**config.mk**
```make
export PLATFORM = sky130hd
export DESIGN_NAME = irq_controller_flat
export DESIGN_NICKNAME = d
export VERILOG_FILES = /design/src/rtl/irq_controller_if.sv /design/src/rtl/irq_controller.sv /design/src/flat_wrapper.sv
export SDC_FILE = /design/constraint.sdc
export NUM_CORES = 1
export LEC_CHECK = 0
export CORE_AREA = 4 4 76 78
export CTS_CLUSTER_SIZE = 40
export DETAILED_ROUTE_END_ITERATION = 7
export DIE_AREA = 0 0 80 82
export PLACE_DENSITY = 0.77
export SLEW_MARGIN = 20
export SYNTH_ARGS = -nofsm -noshare
export SYNTH_HDL_FRONTEND = slang
export SYNTH_SLANG_ARGS = --single-unit
```
**constraint.sdc**
```tcl
create_clock -name clk -period 1.6 [get_ports clk]
set_clock_uncertainty 0.05 [all_clocks]
set_input_delay 0.16 -clock clk [delete_from_list [all_inputs] [get_ports clk]]
set_output_delay 0.16 -clock clk [all_outputs]
set_load 0.01 [all_outputs]
```
**src/rtl/irq_controller_if.sv**
```systemverilog
// irq_controller_if
//   CPU-side bundle of the interrupt controller: the request/acknowledge
//   handshake with its vector and data words, and the small config bus.
//   master : CPU / bus side (drives turnOffIRQ and config writes)
//   slave  : irq_controller side
//   Ports: irq, turnOffIRQ, intAddr[N], intData[M],
//          cfgWE, cfgAddr[2], cfgWData[M], cfgRData[M]
interface irq_controller_if #(
    parameter int N = 32,
    parameter int M = 16
);
    logic         irq;
    logic         turnOffIRQ;
    logic [N-1:0] intAddr;
    logic [M-1:0] intData;
    logic         cfgWE;
    logic [1:0]   cfgAddr;
    logic [M-1:0] cfgWData;
    logic [M-1:0] cfgRData;

    modport master (
        input  irq, intAddr, intData, cfgRData,
        output turnOffIRQ, cfgWE, cfgAddr, cfgWData
    );

    modport slave (
        output irq, intAddr, intData, cfgRData,
        input  turnOffIRQ, cfgWE, cfgAddr, cfgWData
    );
endinterface

```
**src/rtl/irq_controller.sv**
```systemverilog
// irq_controller
//   Rising-edge interrupt controller with per-source mask, software trigger
//   and fixed priority (source 0 highest). One request is committed at a
//   time: once irq rises it stays high until the CPU acknowledges it, then
//   a one-cycle holdoff separates it from the next request.
//   Ports: clk, rst (sync, active high), src[NSRC],
//          bus (irq_controller_if.slave): irq, turnOffIRQ, intAddr, intData,
//          cfgWE, cfgAddr, cfgWData, cfgRData
//   Config map: 0 MASK (rw), 1 PENDING (w1c), 2 SWTRIG (w1s, reads 0),
//               3 STATUS (ro: {irq, 11'b0, actIdx})
module irq_controller #(
    parameter int             NSRC     = 8,
    parameter int             N        = 32,
    parameter int             M        = 16,
    parameter logic [N-1:0]   VEC_BASE = N'(32'h0000_1000)
) (
    input  logic            clk,
    input  logic            rst,
    input  logic [NSRC-1:0] src,
    irq_controller_if.slave bus
);
    typedef enum logic [1:0] {IDLE, ASSERT, HOLDOFF} stateT;

    stateT           state, nextState;
    logic [NSRC-1:0] srcPrev, pending, mask;
    logic [NSRC-1:0] reqVec, actOneHot, setVec, clrVec, swSet, swClr;
    logic [3:0]      actIdx, lowIdx;
    logic            anyReq, moreLive, moreHeld, moreFlag, ackHit, irqInt;

    assign reqVec = pending & mask;
    assign anyReq = |reqVec;

    // Lowest set bit wins; scan from the top so the last hit is the lowest.
    always_comb begin
        lowIdx = '0;
        for (int i = NSRC - 1; i >= 0; i--)
            if (reqVec[i]) lowIdx = 4'(i);
    end

    always_comb begin
        actOneHot = '0;
        for (int i = 0; i < NSRC; i++)
            actOneHot[i] = (actIdx == 4'(i));
    end

    assign moreLive = |(reqVec & ~actOneHot);
    assign ackHit   = (state == ASSERT) && bus.turnOffIRQ;

    assign swSet  = (bus.cfgWE && bus.cfgAddr == 2'd2) ? bus.cfgWData[NSRC-1:0] : '0;
    assign swClr  = (bus.cfgWE && bus.cfgAddr == 2'd1) ? bus.cfgWData[NSRC-1:0] : '0;
    assign setVec = (src & ~srcPrev) | swSet;
    assign clrVec = swClr | (ackHit ? actOneHot : '0);

    always_comb begin
        nextState = state;
        case (state)
            IDLE:    if (anyReq) nextState = ASSERT;
            ASSERT:  if (bus.turnOffIRQ) nextState = HOLDOFF;
            HOLDOFF: nextState = IDLE;
            default: nextState = IDLE;
        endcase
    end

    always_ff @(posedge clk) begin
        if (rst) begin
            state    <= IDLE;
            srcPrev  <= '1;   // src already high at release is not an edge
            pending  <= '0;
            mask     <= '0;
            actIdx   <= '0;
            moreHeld <= 1'b0;
        end else begin
            state   <= nextState;
            srcPrev <= src;
            // Clear first, then set: a same-cycle set always survives.
            pending <= (pending & ~clrVec) | setVec;
            if (bus.cfgWE && bus.cfgAddr == 2'd0)
                mask <= bus.cfgWData[NSRC-1:0];
            if (state == IDLE && anyReq)
                actIdx <= lowIdx;
            // Freeze moreFlag as last seen in ASSERT so intData stays stable
            // after irq falls.
            if (state == ASSERT)
                moreHeld <= moreLive;
        end
    end

    assign irqInt   = (state == ASSERT);
    assign moreFlag = irqInt ? moreLive : moreHeld;

    assign bus.irq     = irqInt;
    assign bus.intAddr = VEC_BASE + (N'(actIdx) << 4);
    assign bus.intData = M'({moreFlag, 11'b0, actIdx});

    always_comb begin
        bus.cfgRData = '0;
        case (bus.cfgAddr)
            2'd0:    bus.cfgRData = M'(mask);
            2'd1:    bus.cfgRData = M'(pending);
            2'd2:    bus.cfgRData = '0;
            default: bus.cfgRData = M'({irqInt, 11'b0, actIdx});
        endcase
    end
endmodule

```
**src/flat_wrapper.sv**
```systemverilog
// flat-port wrapper written by rule: the top's interface ports become plain ports
module irq_controller_flat 
#(
    parameter int             NSRC     = 8,
    parameter int             N        = 32,
    parameter int             M        = 16,
    parameter logic [N-1:0]   VEC_BASE = N'(32'h0000_1000)
)
  (clk, rst, src, bus_irq, bus_intAddr, bus_intData, bus_cfgRData, bus_turnOffIRQ, bus_cfgWE, bus_cfgAddr, bus_cfgWData);
  irq_controller_if #(.N(N), .M(M)) bus_i ();
  input  logic clk;
  input  logic rst;
  input  logic [NSRC-1:0] src;
  output wire logic [$bits(bus_i.irq)-1:0] bus_irq;
  output wire logic [$bits(bus_i.intAddr)-1:0] bus_intAddr;
  output wire logic [$bits(bus_i.intData)-1:0] bus_intData;
  output wire logic [$bits(bus_i.cfgRData)-1:0] bus_cfgRData;
  input wire logic [$bits(bus_i.turnOffIRQ)-1:0] bus_turnOffIRQ;
  input wire logic [$bits(bus_i.cfgWE)-1:0] bus_cfgWE;
  input wire logic [$bits(bus_i.cfgAddr)-1:0] bus_cfgAddr;
  input wire logic [$bits(bus_i.cfgWData)-1:0] bus_cfgWData;
  assign bus_irq = bus_i.irq;
  assign bus_intAddr = bus_i.intAddr;
  assign bus_intData = bus_i.intData;
  assign bus_cfgRData = bus_i.cfgRData;
  assign bus_i.turnOffIRQ = bus_turnOffIRQ;
  assign bus_i.cfgWE = bus_cfgWE;
  assign bus_i.cfgAddr = bus_cfgAddr;
  assign bus_i.cfgWData = bus_cfgWData;
  irq_controller #(.NSRC(NSRC), .N(N), .M(M), .VEC_BASE(VEC_BASE)) u_core (.clk(clk), .rst(rst), .src(src), .bus(bus_i));
endmodule
```
==> summary.md <==
| Metric | Value |
|---|---|
| Global-route wire length before repair | 7840 um |
| Pins Over Slew Limit | 0 |
| Total iterations of the first detailed-routing run | 4 |
| Complex-gate fraction of the synthesized area | 18.2% |
| Fraction of synthesized area in multiplexers | 8.07% |
| Setup repair after global routing missed its margin | true |
| Area taken by flip-flops and latches | 612 um^2 |
| Crit path capture type | output pin |
| Initial Util | 39.1% |
| Area leader, netlist | sky130_fd_sc_hd__dfxtp_1 |
| Status | finished with violations |
| Global router's overall resource usage | 15.5% |
| Setup Total Neg Slack | -149 ps |
| Arithmetic-cell share of the synthesized area counting full adders, half adders and majority gates | 0% |
| Number of placement rows | 26 |
| Vias | 1765 |
| Number of H-tree levels | 2 |
| Iteration-0 DRC Markers | 73 |
| Nets | 343 |
| Kind of critical path | register to output pin |
| Via count of the first global-routing pass | 1684 |
| Total setup violations reported at the end of the flow | 1 |
| Arr. time, crit path | 1540 ps |
| Clock transition at path regs | 70 ps |
| Initial antenna violation count | 0 |
| Hold_buf cts | 0 |
| Most common cell in the netlist | sky130_fd_sc_hd__buf_4 |
| Worst Hold Slack | 398 ps |
| Met3 global-route usage | 3.51% |
| CTS tree | done |
| Main combinational cell family by area after synthesis | buffers and inverters |
| Die boundary height | 82 um |
| Leak pwr | 1.25 nW |
| Highest fanout seen on the critical path | 9 |
| Warnings, synthesis | 0 |
| Maximum vdd drop | 0.000331 V |
| Post-Synthesis Cell Area | 0.00199 mm^2 |
| Core Footprint | 0.00507 mm^2 |
| Async set-or-reset flop fraction in the synthesized netlist | 0% |
| Critical path required time | 1390 ps |
| DIE WIDTH | 80 um |
| Sort of element at the start of the critical path | register |
| Fraction of synthesized cell area in xor and xnor cells | 0% |
| Part of the Yosys area used for sequential elements | 30.2% |
| Later-pin clock latency in the skew report | 290 ps |
| Number of cells in the finished layout apart from fillers | 384 |
| Footprint of the multi-input gates | 0.00112 mm^2 |
| Global route overflow | 0 |
| Main flop type after synthesis | sky130_fd_sc_hd__dfxtp_1 |
| Peak-usage layer in the global routing report | met2 |
| Total detailed-routing wirelength | 5000 um |
| Wire per inst | 13.0 um |
| Met2 Resource Use GR | 27.6% |
| Number of enable flip-flop cells after synthesis | 0 |
| Mean number of vias per cell | 4.60 |
| Basic-gate share of the synthesized area counting and, or, nand and nor cells | 19.3% |
| # port buffers | 38 |
| Number of flip-flops and latches in the synthesized netlist | 30 |
| P per Cell Area | 706 mW/mm^2 |
| Post-Syn Area per Cell | 8.34 um^2 |
| P&R area growth vs syn | 34.3% |
| Share of final-layout standard cells stronger than drive strength 1 | 27.1% |
| Highest attainable clock frequency | 0.572 GHz |
| Fraction of the cycle the final worst path needs | 109% |
| Weighted congestion reported at the end of routability-driven placement | 0.923 |
| Worst min-delay path class | input pin to register |
| Clk sink count | 30 |
| CTS buffer count | 5 |
| Number of cells produced by synthesis | 238 |
| DR DRC count | 0 |
| Yosys top cell area share | 30.2% |
| Count of nets left with antenna violations after detail routing | 0 |
| Placed wire-length estimate after detailed placement | 3930 um |
| Final Worst Setup Slack | -149 ps |
| Final worst path period need | 1750 ps |
| Clock Path Buffers | 2 |
| Met1 track demand over resource in global routing | 17.8% |
| Count of final hold-check violations | 0 |
| Total of fill cells in the finished design | 483 |
| Unique cell type count in the Yosys netlist | 39 |
| Clock Root Buffer | sky130_fd_sc_hd__clkbuf_8 |
| Maximum number of pins on one net before global-route repair | 32 |
| Violated checks | negative setup slack |
| Instance count after placement with tap cells included | 372 |
| Leading post-synthesis cells by instance count | sky130_fd_sc_hd__buf_4 (55), sky130_fd_sc_hd__dfxtp_1 (30), sky130_fd_sc_hd__nand2_1 (20), sky130_fd_sc_hd__a21oi_1 (19), sky130_fd_sc_hd__nor2_1 (18) |
| Number of top-level pins | 95 |
| # Max-Cap Violations | 0 |
| Cell types with the largest area share after synthesis | sky130_fd_sc_hd__dfxtp_1 (30%), sky130_fd_sc_hd__buf_4 (21%), sky130_fd_sc_hd__mux2i_1 (8.1%), sky130_fd_sc_hd__a21oi_1 (4.8%), sky130_fd_sc_hd__nand2_1 (3.8%) |
| Die area | 0.00656 mm^2 |
| Antenna diode count | 0 |
==> critical path, stage by stage, from the launching register on <==
cell and delay, ps:
sky130_fd_sc_hd__dfxtp_4 370, sky130_fd_sc_hd__and3b_2 240, sky130_fd_sc_hd__o22ai_2 80, sky130_fd_sc_hd__nor4_4 310
sky130_fd_sc_hd__a21oi_1 100, sky130_fd_sc_hd__buf_2 150
==> layout make-up <==
type | instances | share of cell area, %
repair buffers | 87 | 27.8
well taps | 70 | 3.28
clock inverters | 2 | 0.469
multi-input cells | 187 | 42.1
clock buffers | 6 | 3.10
inverters | 2 | 0.281
flip-flops and latches | 30 | 22.9
==> metrics by stage <==
stage	instance area (um^2)	util (%)	total power, mW	worst slack, ps
global placement	2510	49.5	1.24	-307
floorplan	2160	-	1.13	139
finish	2670	52.6	1.88	-149
global route	2670	52.6	1.96	-221
CTS	2630	51.8	1.88	-158
detailed placement	2510	49.5	1.24	-307
==> what timing repair did <==
| action | CTS | global route |
|---|---|---|
| hold endpoints to repair | 0 | 0 |
| pin swaps | 3 | 3 |
| setup buffers | 1 | 3 |
| gates resized for setup | 35 | 9 |
| endpoints found under the setup margin | 17 | 5 |
==> kinds of logic (layout without fill, tap and decap cells) <==
logic type | Yosys count | after routing
AND/OR/NAND/NOR | 73 | 73
buffers and inverters | 67 | 97
AO/OA/AOI/OAI | 50 | 50
flip-flops | 30 | 30
multiplexers | 16 | 16
other | 2 | 48
==> final timing paths <==
path / to / from / depth (start not counted) / slack (ps)
setup / recovery: bus_intData[15] / u_core.actIdx[0]$_SDFFE_PP0P_ / 5 / -150
hold / removal: u_core.srcPrev[7]$_SDFF_PP1_ / src[7] / 2 / 400
setup reg to reg: u_core.moreHeld$_SDFF_PP0_ / u_core.actIdx[0]$_SDFFE_PP0P_ / 6 / 150
hold reg to reg: u_core.pending[2]$_SDFF_PP0_ / u_core.srcPrev[2]$_SDFF_PP1_ / 3 / 510
==> metal layers <==
metal | vias to the layer above | routed length, um
li1 | 865 | -
met1 | 810 | 1980
met2 | 78 | 2510
met3 | 12 | 417
met4 | 0 | 98
met5 | - | 0
==> cells in the final DEF, fill, tap and decap left out, types with 3 or more instances in the layout <==
cell / netlist / routed
sky130_fd_sc_hd__nand3_1: 4 / 4
sky130_fd_sc_hd__dlygate4sd2_1: 0 / 13
sky130_fd_sc_hd__and3b_1: 3 / 3
sky130_fd_sc_hd__nand2_1: 20 / 20
sky130_fd_sc_hd__buf_4: 55 / 46
sky130_fd_sc_hd__or2_2: 8 / 8
sky130_fd_sc_hd__mux2i_1: 16 / 16
sky130_fd_sc_hd__dfxtp_4: 0 / 3
sky130_fd_sc_hd__dfxtp_1: 30 / 27
sky130_fd_sc_hd__conb_1: 2 / 48
sky130_fd_sc_hd__a21oi_1: 19 / 19
sky130_fd_sc_hd__o211ai_1: 6 / 6
sky130_fd_sc_hd__a22oi_1: 3 / 3
sky130_fd_sc_hd__nor2_1: 18 / 17
sky130_fd_sc_hd__clkdlybuf4s50_1: 0 / 19
sky130_fd_sc_hd__clkbuf_8: 0 / 6
sky130_fd_sc_hd__nor2b_1: 9 / 8
sky130_fd_sc_hd__o21ai_0: 5 / 4
==> state kept, by name, indices dropped and copies added (netlist names) <==
register         flops
u_core.pending       8
u_core.srcPrev       8
u_core.moreHeld      1
u_core.mask          8
u_core.state         2
u_core.actIdx        3
==> where the power goes <==
group	switching, mW	internal, mW	total, mW
Sequential	0.0290	0.784	0.813
Clock	0.306	0.345	0.651
Combinational	0.212	0.209	0.421
No activity file was read; power rests on OpenSTA's default activity.
